File: src/rtl/ctrl_multiciclo_if.sv
// Shared instruction/data memory port between the multicycle controller
// and the memory. The controller masters the request; memory answers ready.
interface ctrl_multiciclo_if;
  logic mem_req;
  logic mem_we;
  logic mem_addr_sel;
  logic mem_ready;

  modport master (output mem_req, output mem_we, output mem_addr_sel, input mem_ready);
  modport slave  (input mem_req, input mem_we, input mem_addr_sel, output mem_ready);
endinterface

File: src/rtl/ctrl_multiciclo.sv
// Multicycle control FSM for an RV32I subset (ADD/SUB/AND/OR, ANDI, LH, SH, BNE).
// Moore controls are registered from the next state so an async reset clears
// them immediately; ir_write/pc_write/pc_branch are Mealy on registered state.
module ctrl_multiciclo #(
  parameter int MEM_TIMEOUT = 16,
  parameter int CNT_W       = 32
) (
  input  logic             clk,
  input  logic             rst_n,
  input  logic [6:0]       opcode,
  input  logic [2:0]       funct3,
  input  logic             funct7_5,
  input  logic             alu_zero,
  ctrl_multiciclo_if.master mem,
  output logic             ir_write,
  output logic             pc_write,
  output logic             pc_branch,
  output logic             alu_src_b,
  output logic [1:0]       alu_op,
  output logic             reg_write,
  output logic             wb_sel,
  output logic             illegal,
  output logic             bus_err,
  output logic [CNT_W-1:0] instr_count
);

  localparam int TMO_W = (MEM_TIMEOUT < 2) ? 1 : $clog2(MEM_TIMEOUT + 1);
  localparam logic [TMO_W-1:0] TMO_LAST = TMO_W'(MEM_TIMEOUT - 1);

  typedef enum logic [3:0] {
    S_RESET, S_FETCH, S_DECODE, S_EXEC_R, S_EXEC_I, S_ADDR_LD, S_ADDR_ST,
    S_MEM_RD, S_MEM_WR, S_WB_ALU, S_WB_MEM, S_BRANCH, S_TRAP
  } state_t;

  state_t             r_state;
  logic [TMO_W-1:0]   r_tmo;
  logic [CNT_W-1:0]   r_cnt;
  logic               r_mem_req, r_mem_we, r_addr_sel;
  logic               r_alu_src_b, r_reg_write, r_wb_sel;
  logic [1:0]         r_alu_op;
  logic               r_illegal, r_bus_err;

  state_t w_nxt;
  logic   w_in_mem, w_acc, w_tmo, w_ill, w_retire;

  // Next state, acceptance/timeout decisions and retire strobe
  always_comb begin
    w_nxt    = r_state;
    w_in_mem = (r_state == S_FETCH) || (r_state == S_MEM_RD) || (r_state == S_MEM_WR);
    w_acc    = 1'b0;
    w_tmo    = 1'b0;
    w_ill    = 1'b0;
    w_retire = 1'b0;
    // Acceptance wins over a timeout reached in the same cycle
    if (w_in_mem) begin
      if (mem.mem_ready)         w_acc = 1'b1;
      else if (r_tmo == TMO_LAST) w_tmo = 1'b1;
    end
    case (r_state)
      S_RESET:   w_nxt = S_FETCH;
      S_FETCH:   if (w_acc) w_nxt = S_DECODE;
      S_DECODE: begin
        w_nxt = S_TRAP;
        case (opcode)
          7'b0110011: if (funct3 == 3'b000 ||
                          ((funct3 == 3'b111 || funct3 == 3'b110) && !funct7_5))
                        w_nxt = S_EXEC_R;
          7'b0010011: if (funct3 == 3'b111) w_nxt = S_EXEC_I;
          7'b0000011: if (funct3 == 3'b001) w_nxt = S_ADDR_LD;
          7'b0100011: if (funct3 == 3'b001) w_nxt = S_ADDR_ST;
          7'b1100011: if (funct3 == 3'b001) w_nxt = S_BRANCH;
          default:    w_nxt = S_TRAP;
        endcase
        w_ill = (w_nxt == S_TRAP);
      end
      S_EXEC_R, S_EXEC_I: w_nxt = S_WB_ALU;
      S_ADDR_LD: w_nxt = S_MEM_RD;
      S_ADDR_ST: w_nxt = S_MEM_WR;
      S_MEM_RD:  if (w_acc) w_nxt = S_WB_MEM;
      S_MEM_WR:  if (w_acc) begin w_nxt = S_FETCH; w_retire = 1'b1; end
      S_WB_ALU, S_WB_MEM, S_BRANCH: begin w_nxt = S_FETCH; w_retire = 1'b1; end
      S_TRAP:    w_nxt = S_TRAP;
      default:   w_nxt = S_TRAP;
    endcase
    if (w_tmo) w_nxt = S_TRAP;
  end

  // State, wait counter, retire counter, sticky flags and registered Moore outputs
  always_ff @(posedge clk or negedge rst_n) begin
    if (!rst_n) begin
      r_state     <= S_RESET;
      r_tmo       <= '0;
      r_cnt       <= '0;
      r_mem_req   <= 1'b0;
      r_mem_we    <= 1'b0;
      r_addr_sel  <= 1'b0;
      r_alu_src_b <= 1'b0;
      r_alu_op    <= 2'b00;
      r_reg_write <= 1'b0;
      r_wb_sel    <= 1'b0;
      r_illegal   <= 1'b0;
      r_bus_err   <= 1'b0;
    end else begin
      r_state <= w_nxt;
      if (w_acc || w_nxt != r_state)         r_tmo <= '0;
      else if (w_in_mem && !mem.mem_ready)   r_tmo <= r_tmo + 1'b1;
      if (w_retire) r_cnt     <= r_cnt + 1'b1;
      if (w_ill)    r_illegal <= 1'b1;
      if (w_tmo)    r_bus_err <= 1'b1;

      r_mem_req   <= 1'b0;
      r_mem_we    <= 1'b0;
      r_addr_sel  <= 1'b0;
      r_alu_src_b <= 1'b0;
      r_alu_op    <= 2'b00;
      r_reg_write <= 1'b0;
      r_wb_sel    <= 1'b0;
      case (w_nxt)
        S_FETCH:   r_mem_req <= 1'b1;
        S_EXEC_R:  r_alu_op <= 2'b10;
        S_EXEC_I:  begin r_alu_src_b <= 1'b1; r_alu_op <= 2'b10; end
        S_ADDR_LD, S_ADDR_ST: r_alu_src_b <= 1'b1;
        S_MEM_RD:  begin r_mem_req <= 1'b1; r_addr_sel <= 1'b1; end
        S_MEM_WR:  begin r_mem_req <= 1'b1; r_addr_sel <= 1'b1; r_mem_we <= 1'b1; end
        S_WB_ALU:  r_reg_write <= 1'b1;
        S_WB_MEM:  begin r_reg_write <= 1'b1; r_wb_sel <= 1'b1; end
        S_BRANCH:  r_alu_op <= 2'b01;
        default:   ;
      endcase
    end
  end

  assign mem.mem_req      = r_mem_req;
  assign mem.mem_we       = r_mem_we;
  assign mem.mem_addr_sel = r_addr_sel;
  assign ir_write    = (r_state == S_FETCH) && mem.mem_ready;
  assign pc_write    = (r_state == S_FETCH) && mem.mem_ready;
  assign pc_branch   = (r_state == S_BRANCH) && !alu_zero;
  assign alu_src_b   = r_alu_src_b;
  assign alu_op      = r_alu_op;
  assign reg_write   = r_reg_write;
  assign wb_sel      = r_wb_sel;
  assign illegal     = r_illegal;
  assign bus_err     = r_bus_err;
  assign instr_count = r_cnt;

endmodule

File: src/flat_wrapper.sv
// flat-port wrapper written by rule: the top's interface ports become plain ports
module ctrl_multiciclo_flat 
#(
  parameter int MEM_TIMEOUT = 16,
  parameter int CNT_W       = 32
)
  (clk, rst_n, opcode, funct3, funct7_5, alu_zero, ir_write, pc_write, pc_branch, alu_src_b, alu_op, reg_write, wb_sel, illegal, bus_err, instr_count, mem_mem_req, mem_mem_we, mem_mem_addr_sel, mem_mem_ready);
  ctrl_multiciclo_if mem_i ();
  input  logic clk;
  input  logic rst_n;
  input  logic [6:0] opcode;
  input  logic [2:0] funct3;
  input  logic funct7_5;
  input  logic alu_zero;
  output logic ir_write;
  output logic pc_write;
  output logic pc_branch;
  output logic alu_src_b;
  output logic [1:0] alu_op;
  output logic reg_write;
  output logic wb_sel;
  output logic illegal;
  output logic bus_err;
  output logic [CNT_W-1:0] instr_count;
  output wire logic [$bits(mem_i.mem_req)-1:0] mem_mem_req;
  output wire logic [$bits(mem_i.mem_we)-1:0] mem_mem_we;
  output wire logic [$bits(mem_i.mem_addr_sel)-1:0] mem_mem_addr_sel;
  input wire logic [$bits(mem_i.mem_ready)-1:0] mem_mem_ready;
  assign mem_mem_req = mem_i.mem_req;
  assign mem_mem_we = mem_i.mem_we;
  assign mem_mem_addr_sel = mem_i.mem_addr_sel;
  assign mem_i.mem_ready = mem_mem_ready;
  ctrl_multiciclo #(.MEM_TIMEOUT(MEM_TIMEOUT), .CNT_W(CNT_W)) u_core (.clk(clk), .rst_n(rst_n), .opcode(opcode), .funct3(funct3), .funct7_5(funct7_5), .alu_zero(alu_zero), .mem(mem_i), .ir_write(ir_write), .pc_write(pc_write), .pc_branch(pc_branch), .alu_src_b(alu_src_b), .alu_op(alu_op), .reg_write(reg_write), .wb_sel(wb_sel), .illegal(illegal), .bus_err(bus_err), .instr_count(instr_count));
endmodule
File: config.mk
export PLATFORM = sky130hd
export DESIGN_NAME = ctrl_multiciclo_flat
export DESIGN_NICKNAME = d
export VERILOG_FILES = /design/src/rtl/ctrl_multiciclo_if.sv /design/src/rtl/ctrl_multiciclo.sv /design/src/flat_wrapper.sv
export SDC_FILE = /design/constraint.sdc
export NUM_CORES = 1
export LEC_CHECK = 0
export BUFFER_PORTS_ARGS = -buffer_cell sky130_fd_sc_hd__buf_2
export CORE_AREA = 2 2 75 77
export CTS_CLUSTER_SIZE = 25
export DETAILED_ROUTE_END_ITERATION = 7
export DIE_AREA = 0 0 77 79
export PLACE_DENSITY = 0.79
export SYNTH_ARGS = -nofsm -noshare
export SYNTH_HDL_FRONTEND = slang
export SYNTH_SLANG_ARGS = --single-unit
File: constraint.sdc
create_clock -name clk -period 2.4 [get_ports clk]
set_input_delay 0.12 -clock clk [delete_from_list [all_inputs] [get_ports clk]]
set_output_delay 0.12 -clock clk [all_outputs]
set_load 0.01 [all_outputs]
* Yosys cells after proc, flatten, opt, wreduce, memory -nomap -nowiden
Index checks and enable logic that the tools add are counted.
** Storage, ports and cells
- Logic and storage cells :: 98
- Input port bits :: 15
- Bits in registers :: 51
- Output and inout bits :: 45
** Operators by class
- Multiplexer cells :: 29
- Equality and inequality tests :: 32
- Reduce and logical (&&, ||, !) cells :: 23
- Add/sub/neg operators :: 2
** Operator list (number)
- == test 4 bit (second input constant) :: 9
- 2-to-1 mux 4 bit :: 9
- adder 32 x 1 -> 32 bit (second input constant) :: 1
- == test 4 x 3 -> 1 bit (second input constant) :: 8
- one-hot mux 4 bit (8 select lines) :: 1
- one-hot mux 4 bit (5 select lines) :: 1
- == test 7 x 6 -> 1 bit (second input constant) :: 2
- 2-to-1 mux 1 bit :: 13
- == test 4 x 2 -> 1 bit (second input constant) :: 3
- 2-to-1 mux 5 bit :: 2
- OR reduction 3 bit :: 3
- == test 4 x 1 -> 1 bit (second input constant) :: 2
- OR reduction 2 bit :: 4
- == test 7 x 2 -> 1 bit (second input constant) :: 1
- == test 7 x 5 -> 1 bit (second input constant) :: 1
- == test 7 bit (second input constant) :: 1
- == test 3 bit (second input constant) :: 2
- adder 5 x 1 -> 5 bit (second input constant) :: 1
- == test 5 x 4 -> 1 bit (second input constant) :: 1
- logical OR 1 bit :: 5
- logical AND 1 bit :: 4
- logical NOT 4 bit :: 1
- inequality test 4 bit :: 1
- one-hot mux 2 bit (2 select lines) :: 1
- 7 further kinds :: 9

* Logic depth before layout (Yosys ltp)
Gate-level depths: netlist (run 1).
- Depth after elaboration :: 12
- Depth in mapped cells :: 9
- Mapped depth without buffers :: 9

* Least setup slack after synthesis (run 1)
OpenSTA, ideal clock, no wires.
- Path type :: reg2reg
- Start point :: reg u_core.r_tmo[0]
- End point :: reg u_core.r_tmo[1]
- Data required time :: 2314 ps
- Path slack :: 307 ps
- Clock period less this slack :: 2093 ps
- Data arrival time :: 2007 ps
- Library setup time :: 86 ps
- Cell stages (with the launch flop) :: 10
- Path through :: dfrtp_1 > ha_1 > and3_1 > ha_1 > nor2b_1 > o21ai_0 > a2111oi_2 > a2111oi_2 > o221ai_2 > nor3_1
** Between the ends
- Longest elaborated chain between the ends :: 8
** RTL lines
- from (decl) :: RTL line ctrl_multiciclo.sv:36 : logic [TMO_W-1:0] r_tmo;
- from (signal assigned) :: RTL line ctrl_multiciclo.sv:106 : else if (w_in_mem && !mem.mem_ready) r_tmo <= r_tmo + 1'b1;
- == test 5 x 4 -> 1 bit :: RTL line ctrl_multiciclo.sv:57 : else if (r_tmo == TMO_LAST) w_tmo = 1'b1;
- 2-to-1 mux 1 bit :: RTL line ctrl_multiciclo.sv:57
- 2-to-1 mux 1 bit :: RTL line ctrl_multiciclo.sv:56 : if (mem.mem_ready) w_acc = 1'b1;
- 2-to-1 mux 1 bit :: RTL line ctrl_multiciclo.sv:55 : if (w_in_mem) begin
- 2-to-1 mux 4 bit :: RTL line ctrl_multiciclo.sv:85 : if (w_tmo) w_nxt = S_TRAP;
- inequality test 4 bit :: RTL line ctrl_multiciclo.sv:105 : if (w_acc || w_nxt != r_state) r_tmo <= '0;
- logical OR 1 bit :: RTL line ctrl_multiciclo.sv:105
- 2-to-1 mux 5 bit / nonzero test 2 bit (equally long branches)
Several ways; a longest one is shown, not always the timed one. The select of a mux whose other input is x is not followed.
A chain may end at the register's enable or synchronous reset.

* Worst setup path in the final report (run 1)
- Start point :: reg u_core.r_tmo[1]
- End point :: reg u_core.r_tmo[4]
The elaborated chain is that of the path after synthesis.

==> results.md, run 1 <==
- During synthesis, Yosys emitted a total of 0 warnings.
- For this run, design rule violations remaining after detail routing come to 0.
- The number of pins exceeding their max-slew limit in the final report was 0.
- The count of endpoints failing hold in the final timing report came to 0.
- Leaving out fill and tap cells, the most frequent cell in the layout is sky130_fd_sc_hd__buf_2.
- Max-cap violations in this run came to 0.
- The critical hold path startpoint is opcode[5].
- The clock group share of total power is about 17%.
- Counting along the longest clock path gives a buffer depth of 2.
- On the worst path, the slowest cell contributes a delay of 440 ps.
- For the worst setup path, the data arrival time is 2520 ps.
- The number of global-route vias before repair is 2169.
- The final layout net count is between 300 and 400.
- The cell area that synthesis handed to floorplanning was approximately 2800 µm².
- IR analysis of the VDD net gives a maximum drop of 888 µV.
- The share of total power dissipated in sequential elements is 39.8%.
- From left edge to right edge, the die measures 77 µm.
- Counting cells, the worst reg-to-reg path comes to 10.
- The share of flip-flops with an asynchronous set or reset is 100%.
- For this design the top-level I/O count stands at 60.
- The endpoint of the worst hold path is u_core.alu_op[1].
- The number of standard cells in the final layout excluding fillers is around 410.
- The overall fraction of global-route tracks in use is 20.3%.
- Synthesis produced a netlist whose cell count is approximately 280.
- Sorting the synthesized cells by area gives the leading types as sky130_fd_sc_hd__dfrtp_1 45%, sky130_fd_sc_hd__xnor2_1 8.7%, sky130_fd_sc_hd__nand2_1 3.1%.
- Yosys mapped a number of flops with a built-in enable equal to 0.
- In this run, CTS created clock tree buffers numbering 5.
- In this run the power spent charging and discharging nets is 1230 µW.
- The root buffer selected by CTS is sky130_fd_sc_hd__clkbuf_8.
- The number of cells on the worst hold path is 3.
- The run finished with clean final reports.
- STA puts the critical path data required time at 2610 ps.
- Summing over every cut layer, the via total after detailed routing is 2269.
- The initial antenna violation count is 0.
- The H-tree generated during clock tree synthesis spans 2 levels.
- The share of Yosys cell area claimed by the top area cell type is a little under half.
- In this run, synthesis produced a sequential element count of 51.
- After the first detailed-routing iteration, the DRC count stood at 91.
- The worst pin sits at a relative slew slack of 52.2%.
- The period utilization is between 90% and 100%.
- The net count after synthesis is 296.
- The type of origin of the critical path is a register.
- The maximum fanout along the worst path is 5.
- From synthesis to final layout, the design area changed by 19.4%.
- The clock tree skew after final layout is 8.74 ps.
- The number of fill cells is ~480.
- The clock sink count is about 50.
- Setup violations remaining at the end of the flow were counted as 0.
- The core area is approximately 5300 µm².
- Traced cell by cell, the critical path runs through ha_2, and3_4, ha_2, nor2b_4, o21ai_2, a2111oi_2, a2111oi_2, o221ai_2, buf_6, nor3_1.
- The initial standard-cell utilization of the core is 52.9%.
- The fraction of final layout cells with drive strength greater than 1 is 31.3%.
- The average detailed-routed wire length per instance is about 14 µm.
- The die covers 6080 µm².
- The switching power as a share of total power is 40.3%.
- The worst hold path class is in2reg.
- The biggest area contributor in the post-synthesis netlist is sky130_fd_sc_hd__dfrtp_1.
- The sequential cell area fraction in the yosys report is roughly 45%.
- The critical register-to-register path startpoint is u_core.r_tmo[1].
- The average footprint of a synthesized cell is 10.2 µm².
- The worst-path cell with the longest stage delay is sky130_fd_sc_hd__a2111oi_2.
- The library cells used most frequently in the layout, excluding fill and tap cells, are 59 x sky130_fd_sc_hd__buf_2, 51 x sky130_fd_sc_hd__dfrtp_1, 28 x sky130_fd_sc_hd__xnor2_1, 23 x sky130_fd_sc_hd__nand2_1, 15 x sky130_fd_sc_hd__nand3_1.
- The power per cell area is 901 nW/µm².
- The minimum setup slack among reg-to-reg paths is between 90 and 100 ps.
- The clock transition at the register clock pins on the worst setup and hold paths after CTS is 90 ps.
- In this run the critical register-to-register path is captured at u_core.r_tmo[4].
- The worst setup path is captured at a register.
- The number of optimization iterations in the first detailed-route pass is 4.
- After legalization and detailed placement, the total HPWL measured 4.35 mm.
- At the end of routability-driven placement, the weighted congestion stood at 0.831.
- After detailed placement, the design holds a cell count of about 400.
- The first global-routing pass estimated 10.0 mm of wire.
- The combinational cell fraction of total power is 43.0%.
- The number of port buffers is 59.
- The antenna diode count is 0.
- The routed design could run at a clock period as short as 2300 ps.
- The residual overflow from global routing is 0.
- From bottom edge to top edge, the die measures ~79 µm.
- At the pin with the least slew margin, the transition time is 716 ps.
- The TritonCTS clock tree is done.
- Among all flip-flop cells after synthesis, the most frequent one is sky130_fd_sc_hd__dfrtp_1.
- The detail route stage leaves a number of antenna-violating nets equal to 0.
- The distinct cell type count of the synthesized netlist is 58.
- The analysis attributes to cell leakage a power of 0.00159 µW.
- Entering global routing, the biggest net connects 22 pins.
- The final total negative setup slack is 0 ps.
- The internal power is approximately 1800 µW.
- The path type of the worst setup path is reg2reg.
- Total power for the finished layout comes to 3040 µW.
- The area of combinational cells with multiple inputs is between 1500 and 2000 µm².
- The insertion delay to the later sink of the worst-skew pair is 300 ps.
- For this block, the routed nets add up to 5.87 mm of wire.
- After detailed routing, the number of vias per cell comes to 5.48.
- The register area is 1280 µm².
- The achievable clock frequency is 0.434 GHz.
- After floorplanning, the core was divided into 27 placement rows.
## metal layers
layer / track usage [%] / part of all wire [%]
met1: 27.6 / 46
met2: 33.5 / 49
met3: 3.98 / 4.1
met4: 5.18 / 1.3
met5: 0 / 0
## synthesized netlist by cell type (2+ instances only)
library cell and n:
sky130_fd_sc_hd__xnor2_1 28, sky130_fd_sc_hd__a2111oi_2 2, sky130_fd_sc_hd__o21ai_1 2, sky130_fd_sc_hd__nand3b_1 2, sky130_fd_sc_hd__nand3_1 15, sky130_fd_sc_hd__o21ai_0 11, sky130_fd_sc_hd__mux2i_1 2, sky130_fd_sc_hd__nor2b_1 9
sky130_fd_sc_hd__or2_1 2, sky130_fd_sc_hd__nor4b_4 2, sky130_fd_sc_hd__a21oi_2 2, sky130_fd_sc_hd__inv_1 8, sky130_fd_sc_hd__nand4_1 7, sky130_fd_sc_hd__nand2b_1 4, sky130_fd_sc_hd__a21oi_1 6, sky130_fd_sc_hd__and4_1 5
sky130_fd_sc_hd__o211ai_1 2, sky130_fd_sc_hd__buf_4 2, sky130_fd_sc_hd__nor3_1 10, sky130_fd_sc_hd__clkbuf_1 3, sky130_fd_sc_hd__dfrtp_1 51, sky130_fd_sc_hd__and3_1 7, sky130_fd_sc_hd__nor2_1 14, sky130_fd_sc_hd__o31ai_1 2
sky130_fd_sc_hd__nand2_1 23, sky130_fd_sc_hd__buf_2 5, sky130_fd_sc_hd__ha_1 3, sky130_fd_sc_hd__buf_1 2, sky130_fd_sc_hd__and3b_2 2, sky130_fd_sc_hd__o21bai_1 3, sky130_fd_sc_hd__and2_1 4, sky130_fd_sc_hd__o22ai_1 3
sky130_fd_sc_hd__or3_1 2, sky130_fd_sc_hd__xor2_1 9
## worst max-delay path by stage
stage                     from               to  slack, ps  cells past startpoint
2_1_floorplan  u_core.r_tmo[0]  u_core.r_tmo[1]        310                      9
3_3_place_gp   u_core.r_tmo[0]  u_core.r_tmo[1]        170                      9
3_5_place_dp   u_core.r_tmo[0]  u_core.r_tmo[4]         20                      9
4_1_cts        u_core.r_tmo[0]  u_core.r_tmo[3]         40                      9
5_1_grt        u_core.r_tmo[0]  u_core.r_tmo[0]        -50                      9
6_report       u_core.r_tmo[1]  u_core.r_tmo[4]        100                     10
## critical path, delay by kind of cell, from the launching register on
family	cells	cell delay, ps
flip-flops	1	410
buffers and inverters	1	160
adder cells (fa/ha/maj)	2	390
AO/OA/AOI/OAI	4	820
AND/OR/NAND/NOR	3	440
## registers in the layout, summed over array words and instances, names as in the netlist
register,cells
u_core.instr_count,32
u_core.mem.mem_addr_sel,1
u_core.r_tmo,5
u_core.illegal,1
u_core.mem.mem_we,1
u_core.alu_op,2
u_core.bus_err,1
u_core.mem.mem_req,1
u_core.r_state,4
u_core.reg_write,1
u_core.alu_src_b,1
u_core.wb_sel,1
## stage by stage
step / hold WS [ps] / util [%] / instance area (µm²) / worst slack (ps)
floorplan: -176 / - / 2820 / 307
finish: 169 / 63.2 / 3370 / 98.5
global placement: 58.1 / 59.9 / 3200 / 166
CTS: 160 / 62.0 / 3310 / 38.0
global route: 176 / 63.2 / 3370 / -49.9
detailed placement: 58.1 / 59.9 / 3200 / 22.3
## layout make-up
class / instances / share of cell area, %
Multi-Input combinational cell: 206 / 44.5
Sequential cell: 51 / 37.8
Timing Repair Buffer: 69 / 11.2
Tap cell: 72 / 2.67
Clock buffer: 6 / 2.45
Inverter: 8 / 0.891
Clock inverter: 2 / 0.482
## cell families (layout without fill, tap and decap cells)
group | Yosys count | in the layout | share of synthesized area, %
mux | 3 | 3 | 1.11
xor+xnor | 37 | 37 | 11.5
buf+inv | 21 | 85 | 3.54
simple gates | 114 | 114 | 23.5
fa+ha+maj | 3 | 3 | 1.33
compound gates | 49 | 49 | 13.8
flops | 51 | 51 | 45.2
## repair_timing
item                                    in CTS  in global routing
gates resized for setup                      1                 13
endpoints found under the hold margin       16                  0
endpoints found under the setup margin       1                  9
hold buffers                                 1                  0
pin swaps                                    0                 10
buffers inserted                             0                  1
## power by group through the flow
stage	Clock (µW)	Sequential, µW	Combinational [µW]
floorplan	0	1150	931
global placement	0	1220	1140
detailed placement	0	1230	1170
CTS	530	1210	1180
global route	575	1240	1440
finish	523	1210	1310
No activity file was read; power rests on OpenSTA's default activity.
==> inputs of run 2 (changes only) <==
Settings changed: ABC_AREA set to 1, CORE_AREA 2 2 75 77 to 2 2 77 79, DIE_AREA 0 0 77 79 to 0 0 79 81, PLACE_DENSITY 0.79 to 0.78.
==> run 2 against run 1 <==
  * Flip-flop and latch count did not move
  * Utilization fell by 2.2 points
  * Wire length rose by 3.5%
  * Fmax rose by 21%
  * Largest cell class unchanged
  * Synthesized area rose by 5.9%
  * Highest routed layer unchanged
  * Non-clock buffer count fell by 7
==> results.md, run 2 <==
- The internal power came to 1070 µW (was 1810 µW).
- The insertion delay to the later sink of the worst-skew pair is 290 ps (was 300 ps).
- The number of setup buffers added after CTS is 0 (unchanged).
- The number of buffers on the longest clock path is 2 (unchanged).
- The count of max-cap constraint violations was 0 (unchanged).
- The final setup violation count is 0 (unchanged).
- The count of endpoints failing hold in the final timing report is 0 (unchanged).
- The clock transition at the register clock pins on the worst setup and hold paths after CTS is 80 ps (was 90 ps).
- The number of port buffers is 59 (unchanged).
- The commonest non-fill, non-tap cell in the layout is sky130_fd_sc_hd__nand2_1 (was sky130_fd_sc_hd__buf_2).
- The sequential cell area fraction in the yosys report is 42.7% (was 45.2%).
- The minimum hold slack is 173 ps (was 169 ps).
- Top library cells by usage in the layout, fill and taps aside: 74 x sky130_fd_sc_hd__nand2_1, 59 x sky130_fd_sc_hd__buf_2, 51 x sky130_fd_sc_hd__dfrtp_1, 46 x sky130_fd_sc_hd__inv_1, 40 x sky130_fd_sc_hd__nor2_1 (was 59 x sky130_fd_sc_hd__buf_2, 51 x sky130_fd_sc_hd__dfrtp_1, 28 x sky130_fd_sc_hd__xnor2_1, 23 x sky130_fd_sc_hd__nand2_1, 15 x sky130_fd_sc_hd__nand3_1).
- The period utilization came to 79.4% (was 95.9%).
- The leading area contributor after synthesis is sky130_fd_sc_hd__dfrtp_1 (unchanged).
- The detailed placer's ending HPWL is 4.87 mm (was 4.35 mm).
- Setup repair after global routing left no endpoint under its margin.
- The number of remaining DRC errors is 0 (unchanged).
- The combined area of all synthesized cells is 2990 µm² (was 2820 µm²).
- The flip-flop count of the largest register, all copies and words added is 32 (unchanged).
- The power per cell area is 392 nW/µm² (was 901 nW/µm²).
- The distinct cell type count of the synthesized netlist came to 35 (was 58).
- The net load switching power is 286 µW (was 1230 µW).
- The die outline width came to 79 µm (was 77 µm).
- The final antenna-violating net count is 0 (unchanged).
- The placer's final routability congestion estimate was 0.892 (was 0.831).
- The hold buffer count at CTS is 1 (unchanged).
- The TritonCTS clock tree is done (unchanged).
- The post-layout minimum cycle time is 1900 ps (was 2300 ps).
- The fraction of final layout cells with drive strength greater than 1 is 26.8% (was 31.3%).
- The post-route total power is 1360 µW (was 3040 µW).
- The combinational cell fraction of total power is 3.9% (was 43.0%).
- The most used standard cell by instance count after synthesis is sky130_fd_sc_hd__nand2_1 (was sky130_fd_sc_hd__dfrtp_1).
- The sequential share of power is 63.3% (was 39.8%).
- Run status: finished, final reports clean (unchanged).
- The achievable clock frequency is 0.525 GHz (was 0.434 GHz).
- The number of enable flip-flop cells after synthesis is 0 (unchanged).
- The total wire length is 6.07 mm (was 5.87 mm).
- The worst hold path class is in2reg (unchanged).
- The number of CTS-inserted buffers is 5 (unchanged).
- The initial antenna violation count is 0 (unchanged).
- The standby leakage power came to 0.00182 µW (was 0.00159 µW).
- The number of global-route vias before repair is 2455 (was 2169).
- The maximum fanout along the worst path is 7 (was 5).
- The area of the die came to 6400 µm² (was 6080 µm²).
- The data arrival time of the critical path came to 2130 ps (was 2520 ps).
- The number of storage elements in the synthesis netlist is 51 (unchanged).
- Top cells by area, synth: sky130_fd_sc_hd__dfrtp_1 43%, sky130_fd_sc_hd__nand2_1 9.3%, sky130_fd_sc_hd__inv_1 5.8% (was sky130_fd_sc_hd__dfrtp_1 45%, sky130_fd_sc_hd__xnor2_1 8.7%, sky130_fd_sc_hd__nand2_1 3.1%).
- The clock group share of total power is 32.9% (was 17.2%).
- The synthesized instance count is 367 (was 278).
- The core area is 5680 µm² (was 5340 µm²).
- The maximum vdd ir drop came to 258 µV (was 888 µV).
- The area overhead of the layout relative to synthesis is 15.6% (was 19.4%).
- The worst path required time is 2630 ps (was 2610 ps).
- The antenna diode count is 0 (unchanged).
- The wire length of the first global-routing pass is 10.6 mm (was 10.0 mm).
- The number of levels in the clock H-tree was 2 (unchanged).
- The overall fraction of global-route tracks in use is 20.5% (was 20.3%).
- The share of Yosys cell area claimed by the top area cell type is 42.7% (was 45.2%).
- The count of synthesis-stage warnings from yosys came to 0 (unchanged).
- The I/O pin total is 60 (unchanged).
- The number of pins exceeding their max-slew limit in the final report is 0 (unchanged).
- The final total negative setup slack came to 0 ps (unchanged).
- The type of origin of the critical path is a register (unchanged).
- The initial DRC count is 148 (was 91).
- The maximum number of pins on one net before global-route repair is 28 (was 22).
- The clock tree skew after final layout is 3.72 ps (was 8.74 ps).
- The endpoint type of the worst setup path is a register (unchanged).
- The post-route core utilization is 61.0% (was 63.2%).
- The net count after synthesis is 385 (was 296).
- The final layout net count was 452 (was 359).
- The post-CTS resize count was 0 (was 1).
- The die boundary height was 81 µm (was 79 µm).
- The average detailed-routed wire length per instance is 12.0 µm (was 14.2 µm).
- The switching power as a share of total power is 21.1% (was 40.3%).
- The initial standard-cell utilization of the core is 52.7% (was 52.9%).
- The number of optimization iterations in the first detailed-route pass is 4 (unchanged).
- The average vias per placed instance is 5.05 (was 5.48).
- The clock sink count is 51 (unchanged).
- The average footprint of a synthesized cell is 8.15 µm² (was 10.2 µm²).
- The relative max-transition margin is 69.7% (was 52.2%).
- Most common library cells after synthesis: 74 x sky130_fd_sc_hd__nand2_1, 51 x sky130_fd_sc_hd__dfrtp_1, 46 x sky130_fd_sc_hd__inv_1 (was 51 x sky130_fd_sc_hd__dfrtp_1, 28 x sky130_fd_sc_hd__xnor2_1, 23 x sky130_fd_sc_hd__nand2_1).
- The slew of the pin with the lowest slew margin is 450 ps (was 716 ps).
- The worst-case setup slack after placement came to 490 ps (was 22.3 ps).
- The setup slack of the critical path after layout came to 496 ps (was 98.5 ps).
- The path type of the worst setup path is reg2reg (unchanged).
- The root buffer selected by CTS is sky130_fd_sc_hd__clkbuf_8 (unchanged).
- The share of flip-flops with an asynchronous set or reset was 100% (unchanged).
- The residual overflow from global routing is 0 (unchanged).
- The placement row count is 28 (was 27).
- The main flop type after synthesis is sky130_fd_sc_hd__dfrtp_1 (unchanged).
- The via count of the routed design came to 2567 (was 2269).
-- run 2: changes by cell type after synthesis, sizes merged, moves of 6 or more --
cell / before / now
and3: 7 / 1
nand3: 16 / 33
inv: 8 / 54
xor2: 9 / 16
nand2: 23 / 90
buf: 10 / 2
o21ai: 14 / 3
xnor2: 28 / 15
nor2: 15 / 58
nor2b: 9 / 0
-- run 2: critical path: stages (launching register included) --
cell and delay, ps:
sky130_fd_sc_hd__dfrtp_1 420, sky130_fd_sc_hd__ha_1 230, sky130_fd_sc_hd__nand2_1 70, sky130_fd_sc_hd__nor2_1 40
sky130_fd_sc_hd__ha_1 160, sky130_fd_sc_hd__inv_1 50, sky130_fd_sc_hd__nor2_1 50, sky130_fd_sc_hd__nand2_4 130
sky130_fd_sc_hd__nand2_2 80, sky130_fd_sc_hd__nor2_4 100, sky130_fd_sc_hd__nand3_4 110, sky130_fd_sc_hd__nand2_2 80
sky130_fd_sc_hd__nand2_2 60, sky130_fd_sc_hd__nor2_4 100, sky130_fd_sc_hd__nand2_4 90, sky130_fd_sc_hd__nor2_2 90
-- run 2: kinds of logic (layout without fill, tap and decap cells) --
group	Yosys count	count (layout)	share of synthesized area (%)
and+or+nand+nor	213	213	36.8
buffers and inverters	58	124	7.65
DFF	51	51	42.7
xor gates and xnor gates	31	31	9.08
AOI/OAI and AO/OA	11	11	2.51
adders and majority gates	3	3	1.25
-- run 2: layout make-up --
class | count | area (µm²)
fillers | 541 | 2220
well taps | 75 | 93.8
flip-flops and latches | 51 | 1280
multi-input cells | 258 | 1490
clock buffers | 6 | 72.6
inverters | 56 | 210
repair buffers | 62 | 320
-- run 2: power groups by stage --
| stage | combinational [µW] | sequential, µW | clock (µW) |
|---|---|---|---|
| global route | 64.2 | 859 | 501 |
| finish | 52.7 | 858 | 446 |
| floorplan | 15.2 | 876 | 0 |
| detailed placement | 53.4 | 876 | 0 |
| global placement | 51.6 | 876 | 0 |
| CTS | 54.7 | 858 | 464 |
-- run 2: path summary, 6_finish.rpt --
check                      slack (ps)            start  depth (start not counted)                      to
setup / recovery                  500  u_core.r_tmo[0]                         15         u_core.r_tmo[3]
hold / removal                    170    mem_mem_ready                          3           u_core.wb_sel
setup reg to reg                  500  u_core.r_tmo[0]                         15         u_core.r_tmo[3]
hold reg to reg                   470   u_core.bus_err                          2          u_core.bus_err
max in group asynchronous        1790            rst_n                          3  u_core.instr_count[11]
min in group asynchronous         340            rst_n                          3   u_core.instr_count[5]
-- run 2: through the flow --
stage / cell area (µm²) / cells
after floorplan: 2990 / 367
final: 3460 / 508
after detailed placement: 3380 / 501
after global placement: 3380 / 501
after global routing: 3460 / 508
after CTS: 3460 / 508
-- run 2: metal layers --
layer | global-route usage (%) | wire length (µm) | up-vias
li1 | - | - | 1296
met1 | 25.8 | 2730 | 1197
met2 | 36.9 | 3000 | 68
met3 | 3.67 | 277 | 6
met4 | 4.66 | 63 | 0
met5 | 0 | 0 | -
==> inputs of run 3 (changes only) <==
Clock period 2.4 ns to 1.8 ns, I/O delays scaled along.
==> run 3 against run 2 <==
  * The run now ends with setup timing left
  * Worst hold slack improved by 22 ps
  * Clock skew hardly changed
  * Clock-buffer cell count is the same
  * Wire length grew 11%
  * Largest power group unchanged
==> results.md, run 3 (synthesis gave the netlist of run 2 again) <==
- The average detailed-routed wire length per instance is 12.3 µm (was 12.0 µm).
- Run status: complete, but fails checks (was finished, final reports clean).
- The via count of the routed design is 2776 (was 2567).
- The number of buffers and inverters on the critical path is 1 (unchanged).
- The checks that failed: setup timing.
- The initial antenna violation count came to 0 (unchanged).
- The number of CTS-inserted buffers is 5 (unchanged).
- The number of port buffers came to 59 (unchanged).
- The final antenna-violating net count is 0 (unchanged).
- The maximum fanout along the worst path is 6 (was 7).
- The overall fraction of global-route tracks in use is 21.4% (was 20.5%).
- The number of levels in the clock H-tree is 2 (unchanged).
- The number of global-route vias before repair is 2548 (was 2455).
- The period utilization is 100% (was 79.4%).
- The post-layout minimum cycle time is 1800 ps (was 1900 ps).
- The count of max-cap constraint violations is 0 (unchanged).
- The initial DRC count is 145 (was 148).
- The number of buffers on the longest clock path is 2 (unchanged).
- The maximum number of pins on one net before global-route repair is 28 (unchanged).
- The achievable clock frequency is 0.555 GHz (was 0.525 GHz).
- The area overhead of the layout relative to synthesis is 28.5% (was 15.6%).
- The clock group share of total power is 34.2% (was 32.9%).
- The launch point of the critical path is u_core.r_state[2] (was u_core.r_tmo[0]).
- The maximum vdd ir drop is 244 µV (was 258 µV).
- The worst path required time is 2040 ps (was 2630 ps).
- The placer's final routability congestion estimate came to 0.890 (was 0.892).
- The clock transition at the register clock pins on the worst setup and hold paths after CTS is 90 ps (was 80 ps).
- The placement row count was 28 (unchanged).
- The standby leakage power is 0.00201 µW (was 0.00182 µW).
- The total wire length was 6.73 mm (was 6.07 mm).
- The area of the die is 6400 µm² (unchanged).
- The detailed placer's ending HPWL was 5.14 mm (was 4.87 mm).
- The power per cell area is 481 nW/µm² (was 392 nW/µm²).
- The commonest non-fill, non-tap cell in the layout is sky130_fd_sc_hd__nand2_1 (unchanged).
- The minimum hold slack is 195 ps (was 173 ps).
- The fraction of final layout cells with drive strength greater than 1 is 36.4% (was 26.8%).
- The final setup violation count is 1 (was 0).
- The final layout net count is 487 (was 452).
- The residual overflow from global routing is 0 (unchanged).
- The sequential share of power came to 61.9% (was 63.3%).
- The endpoint type of the worst setup path is a register (unchanged).
- The initial standard-cell utilization of the core is 52.7% (unchanged).
- The root buffer selected by CTS is sky130_fd_sc_hd__clkbuf_8 (unchanged).
- The setup slack of the critical path after layout was -2.44 ps (was 496 ps).
- The switching power as a share of total power is 22.1% (was 21.1%).
- The flip-flop count of the largest register, all copies and words added is 32 (unchanged).
- The type of origin of the critical path is a register (unchanged).
- The family with the most delay on the worst path is simple AND/OR/NAND/NOR gates (unchanged).
- The worst-path cell with the longest stage delay was sky130_fd_sc_hd__dfrtp_2 (was sky130_fd_sc_hd__dfrtp_1).
- The die boundary height is 81 µm (unchanged).
- The slew of the pin with the lowest slew margin is 587 ps (was 450 ps).
- The core area came to 5680 µm² (unchanged).
- The die outline width is 79 µm (unchanged).
- The worst hold path class is in2reg (unchanged).
- The clock tree skew after final layout came to 3.96 ps (was 3.72 ps).
- The count of endpoints failing hold in the final timing report came to 0 (unchanged).
- The wire length of the first global-routing pass is 10.9 mm (was 10.6 mm).
- The clock sink count was 51 (unchanged).
- The data arrival time of the critical path came to 2040 ps (was 2130 ps).
- The most repeated library cell on the critical path is sky130_fd_sc_hd__nand2_1 (was sky130_fd_sc_hd__nand2_2).
- The path type of the worst setup path is reg2reg (unchanged).
- The I/O pin total is 60 (unchanged).
- The net load switching power is 409 µW (was 286 µW).
- List of cells traversed by the critical path: inv_2, nand2_2, nor3_4, nand2_1, nand2_1, nand2_2, nand2_1, nand2_1, nor2_4, nand2_4, nor2_2 (was ha_1, nand2_1, nor2_1, ha_1, inv_1, nor2_1, nand2_4, nand2_2, nor2_4, nand3_4, nand2_2, nand2_2, nor2_4, nand2_4, nor2_2).
- The critical register-to-register path startpoint is u_core.r_state[2] (was u_core.r_tmo[0]).
- The relative max-transition margin is 60.9% (was 69.7%).
- The insertion delay to the later sink of the worst-skew pair is 300 ps (was 290 ps).
- The critical path's largest stage delay is 480 ps (was 420 ps).
- The number of optimization iterations in the first detailed-route pass came to 4 (unchanged).
- The critical hold path startpoint is mem_mem_ready (unchanged).
- The antenna diode count is 0 (unchanged).
- Unrepaired setup endpoints after global routing: yes (was no).
- Top library cells by usage in the layout, fill and taps aside: 72 x sky130_fd_sc_hd__nand2_1, 59 x sky130_fd_sc_hd__buf_2, 48 x sky130_fd_sc_hd__dfrtp_1, 44 x sky130_fd_sc_hd__inv_1, 37 x sky130_fd_sc_hd__nor2_1 (was 74 x sky130_fd_sc_hd__nand2_1, 59 x sky130_fd_sc_hd__buf_2, 51 x sky130_fd_sc_hd__dfrtp_1, 46 x sky130_fd_sc_hd__inv_1, 40 x sky130_fd_sc_hd__nor2_1).
- The final total negative setup slack is -2.44 ps (was 0 ps).
- The internal power was 1440 µW (was 1070 µW).
- The TritonCTS clock tree is done (unchanged).
- The number of remaining DRC errors is 0 (unchanged).
- The combinational cell fraction of total power came to 4.0% (was 3.9%).
- The average vias per placed instance came to 5.09 (was 5.05).
- The number of pins exceeding their max-slew limit in the final report is 0 (unchanged).
## run 3: repair_timing
item,4_1_cts,5_1_grt
endpoints found under the setup margin,5,19
pin swaps,1,11
endpoints found under the hold margin,24,0
buffers inserted,1,12
gates resized for setup,4,22
hold buffers,1,0
## run 3: worst paths after layout
| path | endpoint | slack [ps] | cells past startpoint |
|---|---|---|---|
| setup / recovery | u_core.r_tmo[3] | -2 | 11 |
| hold / removal | u_core.wb_sel | 200 | 3 |
| setup reg to reg | u_core.r_tmo[3] | -2 | 11 |
| hold reg to reg | u_core.bus_err | 480 | 2 |
| max in group asynchronous | u_core.instr_count[14] | 940 | 3 |
| min in group asynchronous | u_core.instr_count[5] | 320 | 2 |
## run 3: worst reg2reg max path, cell delays in order, from the launching register on
cell and delay [ps]:
sky130_fd_sc_hd__dfrtp_2 480, sky130_fd_sc_hd__inv_2 120, sky130_fd_sc_hd__nand2_2 90, sky130_fd_sc_hd__nor3_4 200, sky130_fd_sc_hd__nand2_1 120, sky130_fd_sc_hd__nand2_1 110, sky130_fd_sc_hd__nand2_2 130, sky130_fd_sc_hd__nand2_1 90
sky130_fd_sc_hd__nand2_1 90, sky130_fd_sc_hd__nor2_4 130, sky130_fd_sc_hd__nand2_4 80, sky130_fd_sc_hd__nor2_2 100
## run 3: power by group through the flow
stage | combinational [µW] | sequential, µW | clock (µW)
3_3_place_gp | 69.9 | 1170 | 0
3_5_place_dp | 72.2 | 1170 | 0
2_1_floorplan | 20.3 | 1170 | 0
4_1_cts | 74.2 | 1140 | 650
5_1_grt | 87.1 | 1140 | 707
6_report | 73.3 | 1140 | 632
## run 3: layout make-up
class,count,area (µm²)
fill,495,1830
multi-input combinational,258,1580
sequential,51,1280
timing repair buffer,97,596
inverter,56,210
tap,75,93.8
clock buffer,6,72.6
clock inverter,2,12.5
## run 3: metal layers
metal  track usage, %  routed length [µm]  up-vias
met5                0                   0        -
met4             8.10                 179        0
met3             4.00                 338       19
met2             38.2                3430       87
met1             25.7                2780     1295
li1                 -                   -     1375
## run 3: through the flow
step / instances / power (µW) / util, % / setup slack (ps) / area, µm²
CTS: 533 / 1870 / 64.7 / 11.9 / 3670
floorplan: 367 / 1190 / - / 71.1 / 2990
global placement: 523 / 1240 / 62.6 / 55.0 / 3550
finish: 545 / 1850 / 67.7 / -2.44 / 3840
detailed placement: 523 / 1240 / 62.6 / -13.3 / 3550
global route: 545 / 1940 / 67.7 / -126 / 3840
